<file path="config.mk">
export PLATFORM = sky130hd
export DESIGN_NAME = ahb_decode_mux
export DESIGN_NICKNAME = d
export VERILOG_FILES = /design/src/rtl/ahb_pkg.sv /design/src/rtl/ahb_addr_decoder.sv /design/src/rtl/ahb_decode_mux.sv
export SDC_FILE = /design/constraint.sdc
export NUM_CORES = 1
export LEC_CHECK = 0
export BUFFER_PORTS_ARGS = -buffer_cell sky130_fd_sc_hd__buf_4
export CAP_MARGIN = 5
export CORE_AREA = 2 2 86 88
export DETAILED_ROUTE_END_ITERATION = 10
export DIE_AREA = 0 0 88 90
export GPL_TIMING_DRIVEN = 0
export MAX_ROUTING_LAYER = met4
export PLACE_DENSITY = 0.47
export SYNTH_ARGS = -nofsm -noshare
export SYNTH_HDL_FRONTEND = slang
export SYNTH_SLANG_ARGS = --single-unit
</file>
<file path="constraint.sdc">
create_clock -name clk -period 1.45 [get_ports clk]
set_input_delay 0.435 -clock clk [delete_from_list [all_inputs] [get_ports clk]]
set_output_delay 0.435 -clock clk [all_outputs]
set_load 0.02 [all_outputs]
</file>
<file path="src/rtl/ahb_pkg.sv">
// Shared AHB types and helpers for the decode/response mux.
// Optional secure-region checking is enabled with AHB_SEC_CHECK_EN.
package ahb_pkg;

  typedef enum logic [1:0] {
    OKAY  = 2'b00,
    ERROR = 2'b01,
    RETRY = 2'b10,
    SPLIT = 2'b11
  } resp_t;

  typedef enum logic [1:0] {
    IDLE   = 2'b00,
    BUSY   = 2'b01,
    NONSEQ = 2'b10,
    SEQ    = 2'b11
  } trans_t;

  typedef enum logic [1:0] {
    ST_IDLE = 2'b00,
    ST_ERR1 = 2'b01,
    ST_ERR2 = 2'b10
  } dflt_state_t;

  // NONSEQ and SEQ both carry bit 1; IDLE and BUSY never start a data phase.
  function automatic logic is_active(input logic [2:0] trans);
    return trans[1];
  endfunction

endpackage

</file>
<file path="src/rtl/ahb_addr_decoder.sv">
// Combinational address decoder: region hits, lowest-index priority, optional
// secure-region blocking (AHB_SEC_CHECK_EN).
module ahb_addr_decoder
  import ahb_pkg::*;
#(
  parameter int unsigned AddrWidth = 32,
  parameter int unsigned NumSubs   = 4,
  parameter logic [NumSubs*AddrWidth-1:0] SubBase    = '0,
  parameter logic [NumSubs*AddrWidth-1:0] SubMask    = '1,
  parameter logic [NumSubs-1:0]           SecureSubs = '0
) (
  input  logic [AddrWidth-1:0] addr,
  input  logic [2:0]           trans,
  input  logic                 nonSec,
  output logic [NumSubs-1:0]   sel,
  output logic                 hitNone
);

  logic [NumSubs-1:0] hit;
  logic [NumSubs-1:0] prio;

  generate
    for (genvar gi = 0; gi < NumSubs; gi++) begin : g_hit
      assign hit[gi] = (addr & SubMask[gi*AddrWidth +: AddrWidth]) ==
                       (SubBase[gi*AddrWidth +: AddrWidth] & SubMask[gi*AddrWidth +: AddrWidth]);
    end
  endgenerate

  always_comb begin
    logic found;
    prio  = '0;
    found = 1'b0;
    for (int i = 0; i < NumSubs; i++) begin
      if (hit[i] && !found) begin
        prio[i] = 1'b1;
        found   = 1'b1;
      end
    end
  end

`ifdef AHB_SEC_CHECK_EN
  // A non-secure active access to a secure region is diverted to the default slave.
  logic blocked;
  assign blocked = is_active(trans) && nonSec && |(prio & SecureSubs);
  assign sel     = blocked ? '0 : prio;
`else
  logic unused_sec;
  assign unused_sec = &{1'b0, trans, nonSec};
  assign sel        = prio;
`endif

  assign hitNone = (sel == '0);

endmodule

</file>
<file path="src/rtl/ahb_decode_mux.sv">
// Single-manager AHB decode and response mux with built-in default subordinate.
// Define AHB_SEC_CHECK_EN to reject non-secure accesses to secure regions.
module ahb_decode_mux
  import ahb_pkg::*;
#(
  parameter int unsigned DataWidth = 32,
  parameter int unsigned AddrWidth = 32,
  parameter int unsigned NumSubs   = 4,
  parameter logic [NumSubs*AddrWidth-1:0] SubBase    = '0,
  parameter logic [NumSubs*AddrWidth-1:0] SubMask    = '1,
  parameter logic [NumSubs-1:0]           SecureSubs = '0
) (
  input  logic                         clk,
  input  logic                         nReset,
  input  logic [AddrWidth-1:0]         addr,
  input  logic [2:0]                   trans,
  input  logic                         nonSec,
  output logic [NumSubs-1:0]           sel,
  input  logic [NumSubs-1:0]           subReadyOut,
  input  logic [2*NumSubs-1:0]         subResp,
  input  logic [DataWidth*NumSubs-1:0] subRData,
  input  logic [NumSubs-1:0]           subExOkay,
  output logic                         ready,
  output logic [1:0]                   resp,
  output logic [DataWidth-1:0]         rData,
  output logic                         exOkay
);

  localparam int unsigned SelW = $clog2(NumSubs + 1);
  localparam logic [SelW-1:0] DfltSel = SelW'(NumSubs);

  logic            hit_none;
  logic [SelW-1:0] dsel_reg, dsel_next;
  logic            dactive_reg;
  logic            dflt_accept;
  dflt_state_t     state_reg, state_next;

  ahb_addr_decoder #(
    .AddrWidth (AddrWidth),
    .NumSubs   (NumSubs),
    .SubBase   (SubBase),
    .SubMask   (SubMask),
    .SecureSubs(SecureSubs)
  ) u_dec (
    .addr   (addr),
    .trans  (trans),
    .nonSec (nonSec),
    .sel    (sel),
    .hitNone(hit_none)
  );

  always_comb begin
    dsel_next = DfltSel;
    for (int i = NumSubs - 1; i >= 0; i--) begin
      if (sel[i]) dsel_next = SelW'(i);
    end
  end

  always_ff @(posedge clk or negedge nReset) begin
    if (!nReset) begin
      dsel_reg    <= DfltSel;
      dactive_reg <= 1'b0;
      state_reg   <= ST_IDLE;
    end else begin
      state_reg <= state_next;
      if (ready) begin
        dsel_reg    <= dsel_next;
        dactive_reg <= is_active(trans);
      end
    end
  end

  always_comb begin
    ready  = 1'b1;
    resp   = OKAY;
    rData  = '0;
    exOkay = 1'b0;
    if (dsel_reg == DfltSel) begin
      case (state_reg)
        ST_ERR1: begin
          ready = 1'b0;
          resp  = ERROR;
        end
        ST_ERR2: resp = ERROR;
        default: ;
      endcase
    end else begin
      for (int i = 0; i < NumSubs; i++) begin
        if (dsel_reg == SelW'(i)) begin
          ready  = subReadyOut[i];
          resp   = subResp[2*i +: 2];
          rData  = subRData[DataWidth*i +: DataWidth];
          exOkay = subExOkay[i];
        end
      end
    end
  end

  assign dflt_accept = ready && is_active(trans) && hit_none;

  always_comb begin
    state_next = state_reg;
    case (state_reg)
      ST_IDLE: if (dflt_accept) state_next = ST_ERR1;
      ST_ERR1: state_next = ST_ERR2;
      ST_ERR2: state_next = dflt_accept ? ST_ERR1 : ST_IDLE;
      default: state_next = ST_IDLE;
    endcase
  end

  // The FSM already encodes whether the default data phase is active.
  logic unused_ok;
  assign unused_ok = &{1'b0, dactive_reg};

endmodule

</file>
# Word-level counts from Yosys, hierarchy flattened
# Index checks and enable logic that the tools add are counted.
[op_classes]
n_reduce_logical = 13
mux = 35
n_eq_ne = 7
[op_table]
columns = ["op", "count"]
rows = [
  ["$mux W32", 5],
  ["$logic_not A32 Y1", 1],
  ["$mux W1", 19],
  ["$mux W2", 6],
  ["$mux W3", 4],
  ["$eq A3 B2 Y1 const B", 2],
  ["$pmux W2 S3", 1],
  ["$logic_and A1 B1 Y1", 5],
  ["$logic_not A4 Y1", 1],
  ["$eq A3 B1 Y1 const B", 1],
  ["$eq A3 B3 Y1 const B", 1],
  ["$logic_not A1 Y1", 3],
  ["$logic_not A3 Y1", 1],
  ["$eq A2 B1 Y1 const B", 1],
  ["$eq A2 B2 Y1 const B", 1],
  ["$logic_not A2 Y1", 1],
  ["$ne A2 B2 Y1 const B", 1],
  ["$reduce_or A2 Y1", 1],
]
[word_totals]
in_bits = 182
register_bits = 5
out_inout_bits = 40
wordCells = 57

# Depth between registers and ports, before layout
# Gate-level depths: netlist of the first run.
[logic_depth]
ltp_word = 15
mapped_depth = 5
depth_no_buf = 5

# Cells and area by module
# From an unflattened synthesis of the first run, not the netlist that was laid out.
[hier_totals]
hier_cells = 144
area_unflattened_um2 = 1602.8
[modules_own_cells]
columns = ["mod", "cells_each", "seq_area_each_um2", "instances", "area_per_inst_um2"]
rows = [
  ["ahb_decode_mux", 128, 126.4, 1, 1497.7],
  ["ahb_addr_decoder", 16, 0.0, 1, 105.1],
]

# Least setup slack after synthesis of the first run
# OpenSTA, ideal clock, no wires.
[synth_timing]
path_kind = "input-to-output"
from = "input addr[24]"
to = "output sel[0]"
arrival_ps = 1205
path_slack_ps = -190
cell_stages = 3
n_path_buf = 0
required_ps = 1015
path_cell_list = "nor4_2 -> nand4_2 -> nor2_1"
[synth_between]
elab_chain_cells = 2
[synth_rtl]
columns = ["element", "line_no", "text"]
rows = [
  ["start: declaration", "ahb_decode_mux.sv:15", "input logic [AddrWidth-1:0] addr,"],
  ["$logic_not A32 Y1", "ahb_addr_decoder.sv:24", "assign hit[gi] = (addr & SubMask[gi*AddrWidth +: AddrWidth]) =="],
  ["$mux W1", "ahb_addr_decoder.sv:34", "if (hit[i] && !found) begin"],
  ["end: declaration", "ahb_decode_mux.sv:18", "output logic [NumSubs-1:0] sel,"],
]
# No other way between the ends.

# Worst setup path in the final report of the first run
[layout_timing]
from = "register dsel_reg[2]"
to = "output resp[0]"
[layout_between]
elab_chain_cells = 6
elab_cells_between_ends = 10
classes_between = "eq/ne: 4; mux: 5; reduce/logical: 1"
[layout_rtl]
columns = ["element", "line_no", "text"]
rows = [
  ["start: declaration", "ahb_decode_mux.sv:33", "logic [SelW-1:0] dsel_reg, dsel_next;"],
  ["start signal: assignment", "ahb_decode_mux.sv:61", "dsel_reg <= DfltSel;"],
  ["start signal: assignment", "ahb_decode_mux.sv:67", "dsel_reg <= dsel_next;"],
  ["$logic_not A3 Y1", "ahb_decode_mux.sv:89", "if (dsel_reg == SelW'(i)) begin"],
  ["$mux W2 (4 in a row)", "ahb_decode_mux.sv:89", ""],
  ["$mux W2 (*)", "ahb_decode_mux.sv:78", "if (dsel_reg == DfltSel) begin"],
  ["end: declaration", "ahb_decode_mux.sv:24", "output logic [1:0] resp,"],
]
# Mark *: on every way between the ends. The rest lies on a longest branch, timed or not.

==> flow_metrics.tcl, run 1 <==
set metrics [dict create \
    crit_family "flip-flops" \
    cts_inserted_buffers 3 \
    finalHoldViolCount 0 \
    ys_top_cells_by_count "nor2b_1 (34), ha_1 (4), nor4_1 (4)" \
    period_share_pct 121 \
    antenna_found_initial 0 \
    synthArstFlopShare_pct 100 \
    ios 222 \
    syn_avg_cell_area_um2 7.87 \
    cp_data_arrival_time_ns 1.32 \
    critical-path-max-stage-delay_ns 0.55 \
    violations "setup timing" \
    cts_buffer_depth 2 \
    power.total_mw 1.06 \
    start_kind "flop" \
    drive_gt1_share_pct 74.1 \
    drt_iter0_drc 16 \
    crit_path_top_delay_cell "dfstp_2" \
    grt_setup_unrepaired "yes" \
    grt_pass1_wl_um 4450 \
    drtAntennaViolNets 0 \
    area_growth_pct 224 \
    synth_warnings 0 \
    num-fill-cells 757 \
    drt_first_pass_iters 3 \
    criticalPathCategory "reg2out" \
    htree_levels 1 \
    synth_top_area_share_pct 35.6 \
    cp-end-kind "output port" \
    drv_slew 0 \
    num_vias 980 \
    finClkSkew_ns 0.00241 \
    power.density_mw_per_mm2 550 \
    wl_per_cell_um 10.2 \
    grt_pass1_vias 957 \
    num_rows 31 \
    fp.dieW_um 88 \
    detailed_place_hpwl_um 2260 \
    core_mm2 0.00702 \
    seq_area_frac_synth_pct 12.8 \
    grt_overflow 0 \
    routed_wl_um 3060 \
    pre_cts_ws_ns -0.390 \
    ys_top_cells_by_area "nor2b_1 (36%), dfrtp_1 (8.4%), ha_1 (8.4%), nor4_4 (7.1%), dfstp_2 (4.4%)" \
    ys_seq_elements 3 \
    final-setup-viol-count 39 \
    p_leak_nw 0.914 \
    hold_path_class "in2reg" \
    path_buf_inv 2 \
    ys.flop_type "dfrtp_1" \
    synth_most_common_cell "nor2b_1" \
    hold_ws_ns 0.458 \
    clk_pin_slew_ns 0.03 \
    io_buffers 107 \
    largest_register_ffs 2 \
    fmax_mhz 570 \
    peakVddDrop_uv 297 \
    die_y_um 90 \
    gp_congestion 0.665 \
    max-cap-violations 0 \
    final_cell_area_mm2 0.00194 \
    place_inst 284 \
    cp.required_ns 1.02 \
    ys_types 26 \
    cts-root-buf "clkbuf_8" \
    numClockSinks 3 \
    synth_area_um2 598 \
    clk_latency_ns 0.22 \
    postPlaceCellArea_mm2 0.00155 \
    via_per_inst 3.27 \
    grt_usage_pct 7.17 \
    status "finished, violations left" \
    die-area_mm2 0.00792 \
    setup_ws_ns -0.303 \
    crit_fanout 5 \
    nets 388 \
    synth_edf_count 0 \
    synth_top_area_cell "nor2b_1" \
    grt_max_degree 11 \
    drc 0 \
    crit_path_cell_trace "buf_8 > mux2_4 > buf_6" \
    fin_cells 300 \
    utilization_pct 27.6 \
    initial_utilization_pct 8.52 \
    syn_inst 76 \
    fin_crit_ns 1.75 \
    cts_tree "yes" \
    finalSetupTns_ns -8.78 \
    diodes 0 \
]
## layout make-up
type                       count  area (um2)  share of cell area (%)
buffer                         7        83.8                    4.33
clock buffer                   4        45.0                    2.33
inverter                       2        7.51                   0.388
multi-input combinational     66         613                    31.7
sequential                     3        76.3                    3.94
tap                           99         124                    6.40
timing repair buffer         119         986                    50.9
## routing by layer
| layer | up-vias | track usage (%) | wire length, um |
|---|---|---|---|
| met5 | - | - | 0 |
| met4 | 0 | 2.69 | 19 |
| met3 | 2 | 1.01 | 167 |
| met2 | 36 | 12.8 | 1780 |
| met1 | 442 | 7.86 | 1090 |
| li1 | 500 | - | - |
## cells by family after synthesis
kind of cell,after synthesis,synth area share (%)
AO/OA/AOI/OAI,7,8.58
flip-flops,3,12.8
adder cells (fa/ha/maj),4,8.37
other,1,0.627
multiplexers,2,3.56
buffers and inverters,9,7.74
AND/OR/NAND/NOR,50,58.4
## cells in the final DEF (no fill, tap or decap), types with 2 or more instances in the layout
cell type  synthesis  layout
nor2b_2            0       2
conb_1             1       3
buf_6              0      17
ha_1               4       2
dfrtp_1            2       2
nor2b_4            0       3
buf_4              3     103
nor2b_1           34      29
clkbuf_8           0       5
nand2_1            3       3
nor4_4             2       8
## tightest hold or removal path, cell delays in order
cell,delay (ns)
buf_4,0.11
o21ai_0,0.06
nand2_1,0.06
## power breakdown
part           switching (mW)  internal, mW
clock network          0.0588         0.188
registers              0.0215         0.109
logic                   0.269         0.417
## path summary, 6_finish.rpt
check                                     from            to  slack (ns)  cells after the start
worst max-delay path               dsel_reg[2]       resp[0]       -0.30                      3
max in group asynchronous               nReset   dsel_reg[2]        0.70                      2
min in group asynchronous               nReset  state_reg[1]        0.56                      2
worst max register to register     dsel_reg[2]  state_reg[0]       -0.08                      7
worst min register to register    state_reg[1]  state_reg[1]        0.71                      3
worst min-delay path            subReadyOut[0]   dsel_reg[2]        0.46                      3
## timing repair
| item | in CTS | in global routing |
|---|---|---|
| hold endpoints to repair | 2 | 0 |
| setup buffers | 8 | 2 |
| hold buffers | 1 | 0 |
| gates resized for setup | 27 | 21 |
| pin swaps | 8 | 4 |
| endpoints found under the setup margin | 39 | 39 |
| gates cloned | 2 | 0 |
(Power assumes the default switching activity.)
==> inputs of run 2 (changes only) <==
- SETUP_SLACK_MARGIN: default -> 0.02
==> run 2 against run 1 <==
The run still ends with setup timing left. Die area did not move. Utilization decreased by 0.89 points. Final area decreased by 3.2%. Register-to-register slack better by 0.16 ns. Flip-flop and latch count did not move. Via count increased by 2.6%. Sequential power barely moved. Global-route usage about the same. Maximum frequency rose by 0.74%. Largest cell class unchanged.
==> flow_metrics.tcl, run 2 (synthesized netlist as in run 1, its figures left out) <==
set metrics [dict create \
    grt_max_degree 11 \
    fmax_mhz 575 \
    final_cell_area_mm2 0.00187 \
    area_growth_pct 213 \
    fin_cells 297 \
    postPlaceCellArea_mm2 0.00164 \
    drt_iter0_drc 14 \
    wl_met3_um 258 \
    crit_path_top_delay_cell "dfstp_2" \
    cts-root-buf "clkbuf_8" \
    peakVddDrop_uv 220 \
    drv_slew 0 \
    multi_input_area_um2 638 \
    final_cell_mix "buf_4 (110), nor2b_2 (25), nor2b_1 (9)" \
    via_per_inst 3.38 \
    start_kind "flop" \
    clk_latency_ns 0.21 \
    finalSetupTns_ns -8.48 \
    grt_pass1_wl_um 4340 \
    antenna_found_initial 0 \
    ios 222 \
    num-fill-cells 759 \
    gp_congestion 0.688 \
    wl_met1_um 914 \
    hold_ws_ns 0.459 \
    criticalPathCategory "reg2out" \
    drive_gt1_share_pct 84.3 \
    wl_met2_um 1690 \
    finalHoldViolCount 0 \
    cts_inserted_buffers 3 \
    power.density_mw_per_mm2 566 \
    top_layer "met4" \
    fin_crit_ns 1.74 \
    wl_per_cell_um 10.0 \
    cts_tree "yes" \
    diodes 0 \
    cp.required_ns 1.02 \
    grt_usage_pct 7.16 \
    num_rows 31 \
    violations "setup timing" \
    grt_overflow 0 \
    drt_first_pass_iters 3 \
    numClockSinks 3 \
    htree_levels 1 \
    grt_pass1_vias 1016 \
    p_leak_nw 0.883 \
    detailed_place_hpwl_um 2440 \
    cts_buffer_depth 2 \
    finClkSkew_ns 0.0000465 \
    max-cap-violations 0 \
    critical-path-max-stage-delay_ns 0.53 \
    layout_commonest_cell "buf_4" \
    routed_wl_um 2980 \
    clk_pin_slew_ns 0.03 \
    drtAntennaViolNets 0 \
    die_y_um 90 \
    num_vias 1005 \
    setup_ws_ns -0.290 \
    io_buffers 107 \
    cp_data_arrival_time_ns 1.31 \
    drc 0 \
    hold_path_class "in2reg" \
    final-setup-viol-count 37 \
    nets 385 \
    die-area_mm2 0.00792 \
    grt_setup_unrepaired "yes" \
    crit_fanout 6 \
    initial_utilization_pct 8.52 \
    crit_path_cell_trace "buf_8 > mux2_4 > buf_6" \
    place_inst 284 \
    register_area_um2 76.3 \
    path_buf_inv 2 \
    core_mm2 0.00702 \
    largest_register_ffs 2 \
    fp.dieW_um 88 \
    cp-end-kind "output port" \
    period_share_pct 120 \
    crit_family "flip-flops" \
    status "finished, violations left" \
    power.total_mw 1.06 \
]
[run 2: changes by cell type in the layout (fill, tap and decap cells not counted), moves of 3 or more]
cell,change
buf_4,+7
buf_6,-9
nor2b_1,-20
nor2b_2,+23
nor2b_4,-3
[run 2: per-stage QoR]
step	util [%]	worst slack, ns
final	26.7	-0.290
after floorplan	-	-0.121
after CTS	25.7	-0.309
after detailed placement	23.3	-0.446
after global routing	26.7	-0.330
after global placement	23.3	-0.441
[run 2: report_power, final]
part,switching (mW),total (mW),internal (mW)
clock,0.0516,0.239,0.187
sequential,0.0217,0.131,0.110
combinational,0.270,0.690,0.421
[run 2: per-layer routing]
metal  vias up  GRT usage, %
li1        494             -
met1       444          6.25
met2        57          13.5
met3        10          1.19
met4         0          4.74
met5         -             -
[run 2: worst reg2reg max path, delay by kind of cell (launching register included)]
family,cells,cell delay (ns)
AOI/OAI and AO/OA,3,0.38
buffers and inverters,3,0.38
DFF,1,0.53
[run 2: layout make-up]
cell class                 instances  area share (%)
tap                               99            6.61
clock buffer                       4            2.40
buffer                             7            4.21
inverter                           2           0.401
multi-input combinational         66            34.1
timing repair buffer             116            48.2
sequential                         3            4.07
[run 2: timing repair]
item                       in CTS  in global routing
buffers inserted                5                  4
resized for setup              15                  8
hold buffers                    1                  0
pin swaps                       8                  5
setup endpoints to repair      39                 40
hold endpoints to repair        2                  0
[run 2: worst paths after layout]
| kind | from | depth (start not counted) | slack (ns) | endpoint |
|---|---|---|---|---|
| setup reg to reg | dsel_reg[2] | 6 | 0.08 | state_reg[1] |
| setup / recovery | dsel_reg[2] | 3 | -0.29 | resp[0] |
| max in group asynchronous | nReset | 2 | 0.70 | dsel_reg[2] |
| hold reg to reg | state_reg[0] | 3 | 0.71 | state_reg[0] |
| min in group asynchronous | nReset | 2 | 0.56 | state_reg[1] |
| hold / removal | subReadyOut[0] | 3 | 0.46 | dsel_reg[2] |
==> inputs of run 3 (changes only) <==
- ABC_AREA: default -> 1
- CTS_CLUSTER_SIZE: default -> 14
- PLACE_DENSITY: 0.47 -> 0.63
- SYNTH_HIERARCHICAL: default -> 1
==> run 3 against run 2 <==
The flow still finishes with violations (setup timing). Hold slack better by 0.093 ns. Critical path type unchanged. Via count grew to 3.1 times the previous value. Power grew to 8.6 times the previous value. Critical path depth is 3 higher. Wire length grew to 3.3 times the previous value. Sequential share of layout area is 1.5 points lower. First-iteration DRC count grew to 2.9 times the previous value. Combinational power grew to 12 times the previous value. Synthesized cell count grew to 4.1 times the previous value. Maximum frequency is 16% lower.
==> flow_metrics.tcl, run 3 <==
set metrics [dict create \
    ys_top_cells_by_area "nand2_1 (17%), nor2_1 (14%), a41oi_1 (11%), nand3_1 (10%), a21oi_1 (8.2%)" \
    fin_crit_ns 2.08 \
    ys_seq_elements 5 \
    crit_fanout 10 \
    die_y_um 90 \
    via_per_inst 4.79 \
    cts_buffer_depth 2 \
    final_cell_mix "buf_4 (196), nand2_1 (64), buf_6 (52)" \
    rrSetupSlack_ns -0.11 \
    cts_tree "yes" \
    numClockSinks 5 \
    num_vias 3146 \
    critical-path-max-stage-delay_ns 0.60 \
    fin_cells 657 \
    htree_levels 1 \
    status "finished, violations left" \
    r2r_cells 9 \
    drc 0 \
    area_growth_pct 198 \
    place_inst 626 \
    violations "setup timing" \
    die-area_mm2 0.00792 \
    ys_top_cells_by_count "nand2_1 (76), nor2_1 (60), nand3_1 (33)" \
    grt_setup_unrepaired "yes" \
    synth_top_area_cell "nand2_1" \
    grt_pass1_vias 3090 \
    ios 222 \
    syn_inst 310 \
    worst_r2r_endpoint "dsel_reg[1]" \
    utilization_pct 69.7 \
    drtAntennaViolNets 0 \
    final-setup-viol-count 42 \
    clk_pin_slew_ns 0.04 \
    grt_max_degree 11 \
    num_rows 31 \
    synthArstFlopShare_pct 100 \
    synth_area_mm2 0.00165 \
    num-fill-cells 604 \
    routed_wl_um 9760 \
    synth_top_area_share_pct 17.3 \
    multi_input_area_mm2 0.00211 \
    drt_iter0_drc 40 \
    syn_avg_cell_area_um2 5.31 \
    fmax_mhz 481 \
    drv_slew 0 \
    cp.required_ns 1.02 \
    gp_congestion 0.837 \
    nets 745 \
    synth_edf_count 0 \
    peakVddDrop_uv 1010 \
    r2r-start "dsel_reg[2]" \
    seq_area_frac_synth_pct 7.68 \
    clk_latency_ns 0.23 \
    diodes 0 \
    detailed_place_hpwl_um 7220 \
    cts-root-buf "clkbuf_8" \
    cts_inserted_buffers 3 \
    grt_usage_pct 22.9 \
    drt_first_pass_iters 4 \
    core_mm2 0.00702 \
    synth_warnings 6 \
    power.density_mw_per_mm2 1870 \
    crit_path_top_delay_cell "dfstp_2" \
    p_leak_nw 2.21 \
    cp_data_arrival_time_ns 1.64 \
    criticalPathCategory "reg2out" \
    max-cap-violations 0 \
    period_share_pct 143 \
    start_kind "flop" \
    setup_ws_ns -0.628 \
    drive_gt1_share_pct 69.0 \
    synth_most_common_cell "nand2_1" \
    register_area_um2 128 \
    hold_path_class "in2async" \
    initial_utilization_pct 23.4 \
    fp.dieW_um 88 \
    cp-end-kind "output port" \
    ys.flop_type "dfrtp_1" \
    grt_overflow 0 \
    wl_per_cell_um 14.9 \
    finalHoldViolCount 0 \
    finClkSkew_ns 0.00367 \
    layout_commonest_cell "buf_4" \
    ys_types 27 \
    grt_pass1_wl_um 14400 \
    crit_path_cell_trace "inv_4 > buf_8 > clkbuf_16 > a32oi_2 > a21oi_2 > buf_6" \
    io_buffers 215 \
    largest_register_ffs 3 \
    antenna_found_initial 0 \
]
## run 3: critical path: cells and delay by family (launching register included)
kind | cells | cell delay, ns
buffers and inverters | 4 | 0.50
DFF | 1 | 0.60
AOI/OAI and AO/OA | 2 | 0.30
## run 3: stage by stage
| stage | total power, mW | cell area, um2 | setup TNS [ns] | worst slack, ns | hold WS, ns |
|---|---|---|---|---|---|
| final | 9.13 | 4900 | -21.64 | -0.628 | 0.552 |
| after global placement | 6.68 | 3860 | -20.06 | -0.617 | 0.237 |
| after CTS | 8.19 | 4420 | -22.27 | -0.631 | 0.559 |
| after floorplan | 4.50 | 2120 | -9.76 | -0.311 | 0.139 |
| after global routing | 9.67 | 4900 | -24.13 | -0.682 | 0.570 |
| after detailed placement | 6.73 | 3860 | -20.40 | -0.622 | 0.237 |
## run 3: metal layers
layer	part of all wire (%)	track usage (%)	routed length, um
met5	0	-	0
met4	1.9	5.64	182
met3	7.8	3.95	762
met2	53	40.8	5220
met1	37	26.1	3590
## run 3: cell type report
cell class / instances / area share [%]
Tap cell: 99 / 2.53
Timing Repair Buffer: 241 / 41.6
Multi-Input combinational cell: 254 / 43.0
Clock buffer: 4 / 0.920
Buffer: 23 / 6.44
Inverter: 31 / 2.89
Sequential cell: 5 / 2.61
## run 3: worst max path at each step
stage                startpoint         to  slack, ns  cells after the start
floorplan           dsel_reg[1]     exOkay      -0.31                      5
global placement    dsel_reg[1]  rData[14]      -0.62                      6
detailed placement  dsel_reg[1]  rData[21]      -0.62                      6
CTS                 dsel_reg[2]    resp[1]      -0.63                      6
global route        dsel_reg[2]   rData[5]      -0.68                      6
finish              dsel_reg[2]  rData[16]      -0.63                      6
## run 3: logic make-up after synthesis
logic type / count (synthesis) / synth area share [%]
AND/OR/NAND/NOR: 182 / 47.8
flip-flops: 5 / 7.68
adder cells (fa/ha/maj): 4 / 3.04
AO/OA/AOI/OAI: 64 / 27.0
other: 1 / 0.228
buffers and inverters: 54 / 14.3
## run 3: what timing repair did
item	4_1_cts	5_1_grt
pin swaps	18	33
endpoints found under the setup margin	41	42
setup buffers	16	5
resized for setup	94	91
hold endpoints to repair	1	0
cloned	1	4
hold buffers	1	0
## run 3: power breakdown
| group | leakage, nW | switching [mW] | internal (mW) |
|---|---|---|---|
| registers | 0.0594 | 0.0660 | 0.201 |
| logic | 2.12 | 4.32 | 4.29 |
| clock network | 0.0228 | 0.0725 | 0.189 |
| total | 2.21 | 4.46 | 4.68 |
